## config.mk

```make
export PLATFORM = sky130hd
export DESIGN_NAME = host_stream_loader_flat
export DESIGN_NICKNAME = d
export VERILOG_FILES = /design/src/rtl/host_stream_loader_if.sv /design/src/rtl/host_stream_loader.sv /design/src/flat_wrapper.sv
export SDC_FILE = /design/constraint.sdc
export NUM_CORES = 1
export LEC_CHECK = 0
export CAP_MARGIN = 15
export CORE_ASPECT_RATIO = 1.25
export CORE_UTILIZATION = 48
export DETAILED_ROUTE_END_ITERATION = 10
export GPL_TIMING_DRIVEN = 0
export PLACE_DENSITY_LB_ADDON = 0.05
export SLEW_MARGIN = 20
export SYNTH_ARGS = -nofsm -noshare
export SYNTH_HDL_FRONTEND = slang
export SYNTH_SLANG_ARGS = --single-unit
export TNS_END_PERCENT = 20
```

## constraint.sdc

```tcl
create_clock -name clk -period 2.27 [get_ports clk]
set_clock_uncertainty 0.2 [all_clocks]
set_input_delay 0.681 -clock clk [delete_from_list [all_inputs] [get_ports clk]]
set_output_delay 0.681 -clock clk [all_outputs]
set_load 0.02 [all_outputs]
```

## src/rtl/host_stream_loader_if.sv

```systemverilog
// rtl/host_stream_loader_if.sv - host word stream handshake between host side and loader
interface host_stream_loader_if #(
  parameter int DATA_W = 16
);
  logic              s_valid;
  logic              s_ready;
  logic [DATA_W-1:0] s_data;

  modport master (output s_valid, output s_data, input s_ready);
  modport slave  (input s_valid, input s_data, output s_ready);
endinterface

```

## src/rtl/host_stream_loader.sv

```systemverilog
// rtl/host_stream_loader.sv - decodes host LOAD/START headers into buffer writes and a start pulse
module host_stream_loader #(
  parameter int DATA_W = 16,
  parameter int ADDR_W = 4,
  parameter int NUM_CH = 2
) (
  input  logic                 clk,
  input  logic                 reset,
  host_stream_loader_if.slave  s,
  output logic [NUM_CH-1:0]    wr_en,
  output logic [ADDR_W-1:0]    wr_addr,
  output logic [DATA_W-1:0]    wr_data,
  output logic                 start,
  input  logic                 tpu_done,
  output logic                 busy,
  output logic                 err
);
  localparam int CH_W = (NUM_CH > 1) ? $clog2(NUM_CH) : 1;

  typedef enum logic [1:0] {ST_IDLE, ST_LOAD, ST_PULSE, ST_RUN} state_t;

  state_t              state_q, state_d;
  logic [CH_W-1:0]     ch_q, ch_d;
  logic [ADDR_W-1:0]   base_q, base_d;
  logic [ADDR_W-1:0]   cnt_q, cnt_d;
  logic [ADDR_W-1:0]   idx_q, idx_d;
  logic [NUM_CH-1:0]   wr_en_q, wr_en_d;
  logic [ADDR_W-1:0]   wr_addr_q, wr_addr_d;
  logic [DATA_W-1:0]   wr_data_q, wr_data_d;
  logic                start_q, start_d;
  logic                busy_q, busy_d;
  logic                err_q, err_d;

  logic [ADDR_W-1:0]   hdr_cnt;
  logic [ADDR_W-1:0]   hdr_base;
  logic [CH_W-1:0]     hdr_ch;
  logic [1:0]          hdr_op;
  logic                hdr_ch_ok;
  logic                accept;

  assign hdr_cnt   = s.s_data[ADDR_W-1:0];
  assign hdr_base  = s.s_data[2*ADDR_W-1:ADDR_W];
  assign hdr_ch    = s.s_data[2*ADDR_W+CH_W-1:2*ADDR_W];
  assign hdr_op    = s.s_data[DATA_W-1:DATA_W-2];
  assign hdr_ch_ok = ({{(32-CH_W){1'b0}}, hdr_ch} < NUM_CH);

  // Ready depends on state alone so the host never sees a valid-to-ready loop.
  assign s.s_ready = (state_q == ST_IDLE) || (state_q == ST_LOAD);
  assign accept    = s.s_valid && s.s_ready;

  always_comb begin
    state_d   = state_q;
    ch_d      = ch_q;
    base_d    = base_q;
    cnt_d     = cnt_q;
    idx_d     = idx_q;
    wr_en_d   = '0;
    wr_addr_d = wr_addr_q;
    wr_data_d = wr_data_q;
    start_d   = 1'b0;
    err_d     = err_q;
    case (state_q)
      ST_IDLE: begin
        if (accept) begin
          case (hdr_op)
            2'b00: begin
              if (hdr_ch_ok) begin
                state_d = ST_LOAD;
                ch_d    = hdr_ch;
                base_d  = hdr_base;
                cnt_d   = hdr_cnt;
                idx_d   = '0;
              end else begin
                err_d = 1'b1;
              end
            end
            2'b01: begin
              state_d = ST_PULSE;
              start_d = 1'b1;
            end
            default: err_d = 1'b1;
          endcase
        end
      end
      ST_LOAD: begin
        if (accept) begin
          wr_en_d   = NUM_CH'(1) << ch_q;
          wr_addr_d = base_q + idx_q;
          wr_data_d = s.s_data;
          idx_d     = idx_q + ADDR_W'(1);
          if (idx_q == cnt_q) begin
            state_d = ST_IDLE;
          end
        end
      end
      ST_PULSE: state_d = ST_RUN;
      ST_RUN: begin
        if (tpu_done) begin
          state_d = ST_IDLE;
        end
      end
      default: state_d = ST_IDLE;
    endcase
    busy_d = (state_d != ST_IDLE);
  end

  always_ff @(posedge clk or negedge reset) begin
    if (!reset) begin
      state_q   <= ST_IDLE;
      ch_q      <= '0;
      base_q    <= '0;
      cnt_q     <= '0;
      idx_q     <= '0;
      wr_en_q   <= '0;
      wr_addr_q <= '0;
      wr_data_q <= '0;
      start_q   <= 1'b0;
      busy_q    <= 1'b0;
      err_q     <= 1'b0;
    end else begin
      state_q   <= state_d;
      ch_q      <= ch_d;
      base_q    <= base_d;
      cnt_q     <= cnt_d;
      idx_q     <= idx_d;
      wr_en_q   <= wr_en_d;
      wr_addr_q <= wr_addr_d;
      wr_data_q <= wr_data_d;
      start_q   <= start_d;
      busy_q    <= busy_d;
      err_q     <= err_d;
    end
  end

  assign wr_en   = wr_en_q;
  assign wr_addr = wr_addr_q;
  assign wr_data = wr_data_q;
  assign start   = start_q;
  assign busy    = busy_q;
  assign err     = err_q;
endmodule

```

## src/flat_wrapper.sv

```systemverilog
// flat-port wrapper written by rule: the top's interface ports become plain ports
module host_stream_loader_flat 
#(
  parameter int DATA_W = 16,
  parameter int ADDR_W = 4,
  parameter int NUM_CH = 2
)
  (clk, reset, wr_en, wr_addr, wr_data, start, tpu_done, busy, err, s_s_valid, s_s_data, s_s_ready);
  host_stream_loader_if #(.DATA_W(DATA_W)) s_i ();
  input  logic clk;
  input  logic reset;
  output logic [NUM_CH-1:0] wr_en;
  output logic [ADDR_W-1:0] wr_addr;
  output logic [DATA_W-1:0] wr_data;
  output logic start;
  input  logic tpu_done;
  output logic busy;
  output logic err;
  input wire logic [$bits(s_i.s_valid)-1:0] s_s_valid;
  input wire logic [$bits(s_i.s_data)-1:0] s_s_data;
  output wire logic [$bits(s_i.s_ready)-1:0] s_s_ready;
  assign s_i.s_valid = s_s_valid;
  assign s_i.s_data = s_s_data;
  assign s_s_ready = s_i.s_ready;
  host_stream_loader #(.DATA_W(DATA_W), .ADDR_W(ADDR_W), .NUM_CH(NUM_CH)) u_core (.clk(clk), .reset(reset), .s(s_i), .wr_en(wr_en), .wr_addr(wr_addr), .wr_data(wr_data), .start(start), .tpu_done(tpu_done), .busy(busy), .err(err));
endmodule
```

==> flow_summary.ini, run 1 <==
[outcome]
status = finished, final reports clean

[grt]
grt_overflow_total = 0
grt_pass1_vias = 1502
track_usage_pct = 22.01
antenna_found_initial = 0
grt_pass1_wl_um = 6561
grt_max_degree = 22

[final_layout]
fin_area_um2 = 2370
nFillCells = 287
mostFrequentLayoutCells = nand2_1, clkdlybuf4s50_1, dfrtp_1
fin_nets = 242
diodes = 0
layout_commonest_cell = nand2_1
drive_above_1_share_pct = 11.01
fin_util_pct = 68.03
area_growth_pct = 36.16

[floorplan]
core-area_um2 = 3483
die_y_um = 69.33
fp.dieW_um = 55.86
ioPinCount = 46
die_area_um2 = 3872
fp-row-count = 24
initial_core_util_pct = 49.96

[placement]
dp_hpwl_um = 2656
placed_cell_area_um2 = 2252
portBuffers = 44
gp_congestion = 0.8085

[timing]
min_period_over_period_pct = 97.45
finalMaxSlewViolations = 0
rsz0062_at_grt = no
whs_ns = 0.1473
hold_viol = 0
setup_tns_ns = 0
tightest_slew_ns = 0.5975
finalCriticalPeriod_ns = 2.212
max_freq_ghz = 0.4521
setup_violations = 0
timing.slew.headroom_pct = 60.16

[synthesis]
yosysTopAreaCellShare_pct = 57.51
synth_top_family_by_area = simple AND/OR/NAND/NOR gates
yosysTopAreaCell = dfrtp_1
synth-seq-area-share_pct = 57.51
muxShareOfSynthArea_pct = 6.398
synth_fa_ha_area_share_pct = 4.026
syn_area_per_cell_um2 = 10.61
yosys.cell_types.count = 34
synth_compound_area_share_pct = 6.902
synth-xor-area-share_pct = 3.019
syn-cell-area_um2 = 1740
ys_ff_latch = 40
synth_area_leaders = dfrtp_1, nand2_1, mux2_2, ha_1, xor2_1
synth-simple-area-share_pct = 19.41
synth_warnings = 0
synth_nets = 189
syn_inst = 164

[critical_path]
cp_max_fo = 6
path_class = in -> reg
cp-start-kind = input pin
regToRegSetupSlack_ns = 0.19
path_buf_inv = 2
cp_slowest_cell = or4b_1
reg2reg_from = u_core.state_q[0]$_DFF_PN0_
endpoint_kind = flip-flop
worstRegToRegCells = 5
rr_endpoint = u_core.base_q[0]$_DFFE_PN0P_
arrival_ns = 2.19
worstPathRequired_ns = 2.25
max_stage_delay_ns = 0.46
worstPathCellList = dlygate4sd2_1, or4b_1, buf_4, nor2_4, mux2_2
path_delay_family = simple AND/OR/NAND/NOR gates

[route]
drt-pass1-iter-count = 4
ant_nets = 0
wl_per_cell_um = 14.56
finalWirelength_um = 3743
first_iter_violations = 31
vias = 1353
viasPerCell = 5.265
drc = 0

[clock_tree]
clk_pin_slew_ns = 0.07
cts_made_buffers = 5
h-tree-depth = 2
clkLatencyLatePin_ns = 0.29
cts_tree = done
cts_buffer_depth = 2
cts_sinks = 40
postCtsHoldBufs = 0
cts_root_buffer = clkbuf_8

[pwr]
power_density_nw_per_um2 = 1206
p_leak_nw = 1.107
irDropWorstVdd_v = 0.0006762

[flow_run]
max_cap_viol_count = 0

[worst_hold_path]
hp-class = in -> async
worst reg2reg max path, cell delays in order, from the launching register on:
cell and delay (ns):
dfrtp_1 0.37, buf_2 0.17, or4b_1 0.51, buf_4 0.20, nor2_4 0.18, mux2_2 0.35
cell type report:
class,count,area [um2],share of cell area (%)
Sequential cell,40,1001,42.24
Multi-Input combinational cell,115,703.2,29.67
Buffer,8,42.54,1.795
Clock inverter,2,35.03,1.478
Timing Repair Buffer,45,459.2,19.38
Clock buffer,6,72.57,3.062
Inverter,2,7.507,0.3168
Tap cell,39,48.80,2.059
synth_stat cells, drive strengths merged:
master  count
dfrtp      40
a21oi       3
o21ba       1
o311ai      1
a21o        1
and3b       1
a31o        1
and2        1
nor4        1
nor3b       2
ha          4
a31oi       1
or4b        1
nand3       5
o22a        1
nand2      56
nor2        5
xnor2       1
o21ai       6
buf         3
mux2i       1
xor2        5
nand3b      2
o31a        1
o21bai      1
mux2        9
o221ai      1
fa          1
inv         2
nand2b      1
clkbuf      5
power breakdown:
| part | internal, mW | switching (mW) |
|---|---|---|
| Combinational | 0.571 | 0.556 |
| Sequential | 0.976 | 0.188 |
| Clock | 0.326 | 0.240 |
worst max path at each step:
stage	start	end	slack, ns	cells after the start
after floorplan	s_s_data[15]	u_core.base_q[0]$_DFFE_PN0P_	0.17	4
after global routing	s_s_valid	u_core.cnt_q[0]$_DFFE_PN0P_	0.02	5
after detailed placement	s_s_valid	u_core.cnt_q[0]$_DFFE_PN0P_	-0.53	5
after CTS	s_s_data[15]	u_core.cnt_q[0]$_DFFE_PN0P_	0.06	5
after global placement	reset	u_core.wr_data[10]$_DFFE_PN0P_	-0.61	1
final	s_s_valid	u_core.base_q[0]$_DFFE_PN0P_	0.06	5
timing repair:
item | in CTS | in global routing
buffers inserted | 0 | 0
gates resized for setup | 4 | 0
setup endpoints to repair | 10 | 0
sequential cells by signal (all words and copies together), names as in the netlist, 2 cells and up:
register and cells:
u_core.base_q 4, u_core.cnt_q 4, u_core.idx_q 4, u_core.state_q 2, u_core.wr_addr 4, u_core.wr_data 16
u_core.wr_en 2
stage by stage:
step | worst slack (ns) | std cells | power (mW)
after floorplan | 0.1652 | 164 | 1.816
after global placement | -0.6072 | 247 | 2.264
after detailed placement | -0.5259 | 248 | 2.312
after CTS | 0.06302 | 257 | 2.887
after global routing | 0.02271 | 257 | 3.066
final | 0.05790 | 257 | 2.857
per-layer routing:
layer / vias up / track usage (%) / wire (um)
met2: 38 / 37.75 / 1981
li1: 645 / - / -
met5: - / 0 / 0
met4: 0 / 11.11 / 100
met3: 10 / 5.597 / 179
met1: 660 / 25.28 / 1482
cell families (layout without fill, tap and decap cells):
| kind of cell | Yosys count | after routing |
|---|---|---|
| mux | 10 | 10 |
| simple gates | 75 | 76 |
| fa+ha+maj | 5 | 5 |
| xor+xnor | 6 | 6 |
| buf+inv | 10 | 63 |
| flops | 40 | 40 |
| compound gates | 18 | 18 |
No activity file was read; power rests on OpenSTA's default activity.
==> run 2: changes to the inputs <==
--- a/config.mk
+++ b/config.mk
@@ -5,6 +5,7 @@
 export SDC_FILE = /design/constraint.sdc
 export NUM_CORES = 1
 export LEC_CHECK = 0
+export ABC_CLOCK_PERIOD_IN_PS = 2270
 export CAP_MARGIN = 15
 export CORE_ASPECT_RATIO = 1.25
 export CORE_UTILIZATION = 48
==> results of run 2 <==
The final DEF is identical to that of run 1; final timing and power are the same.
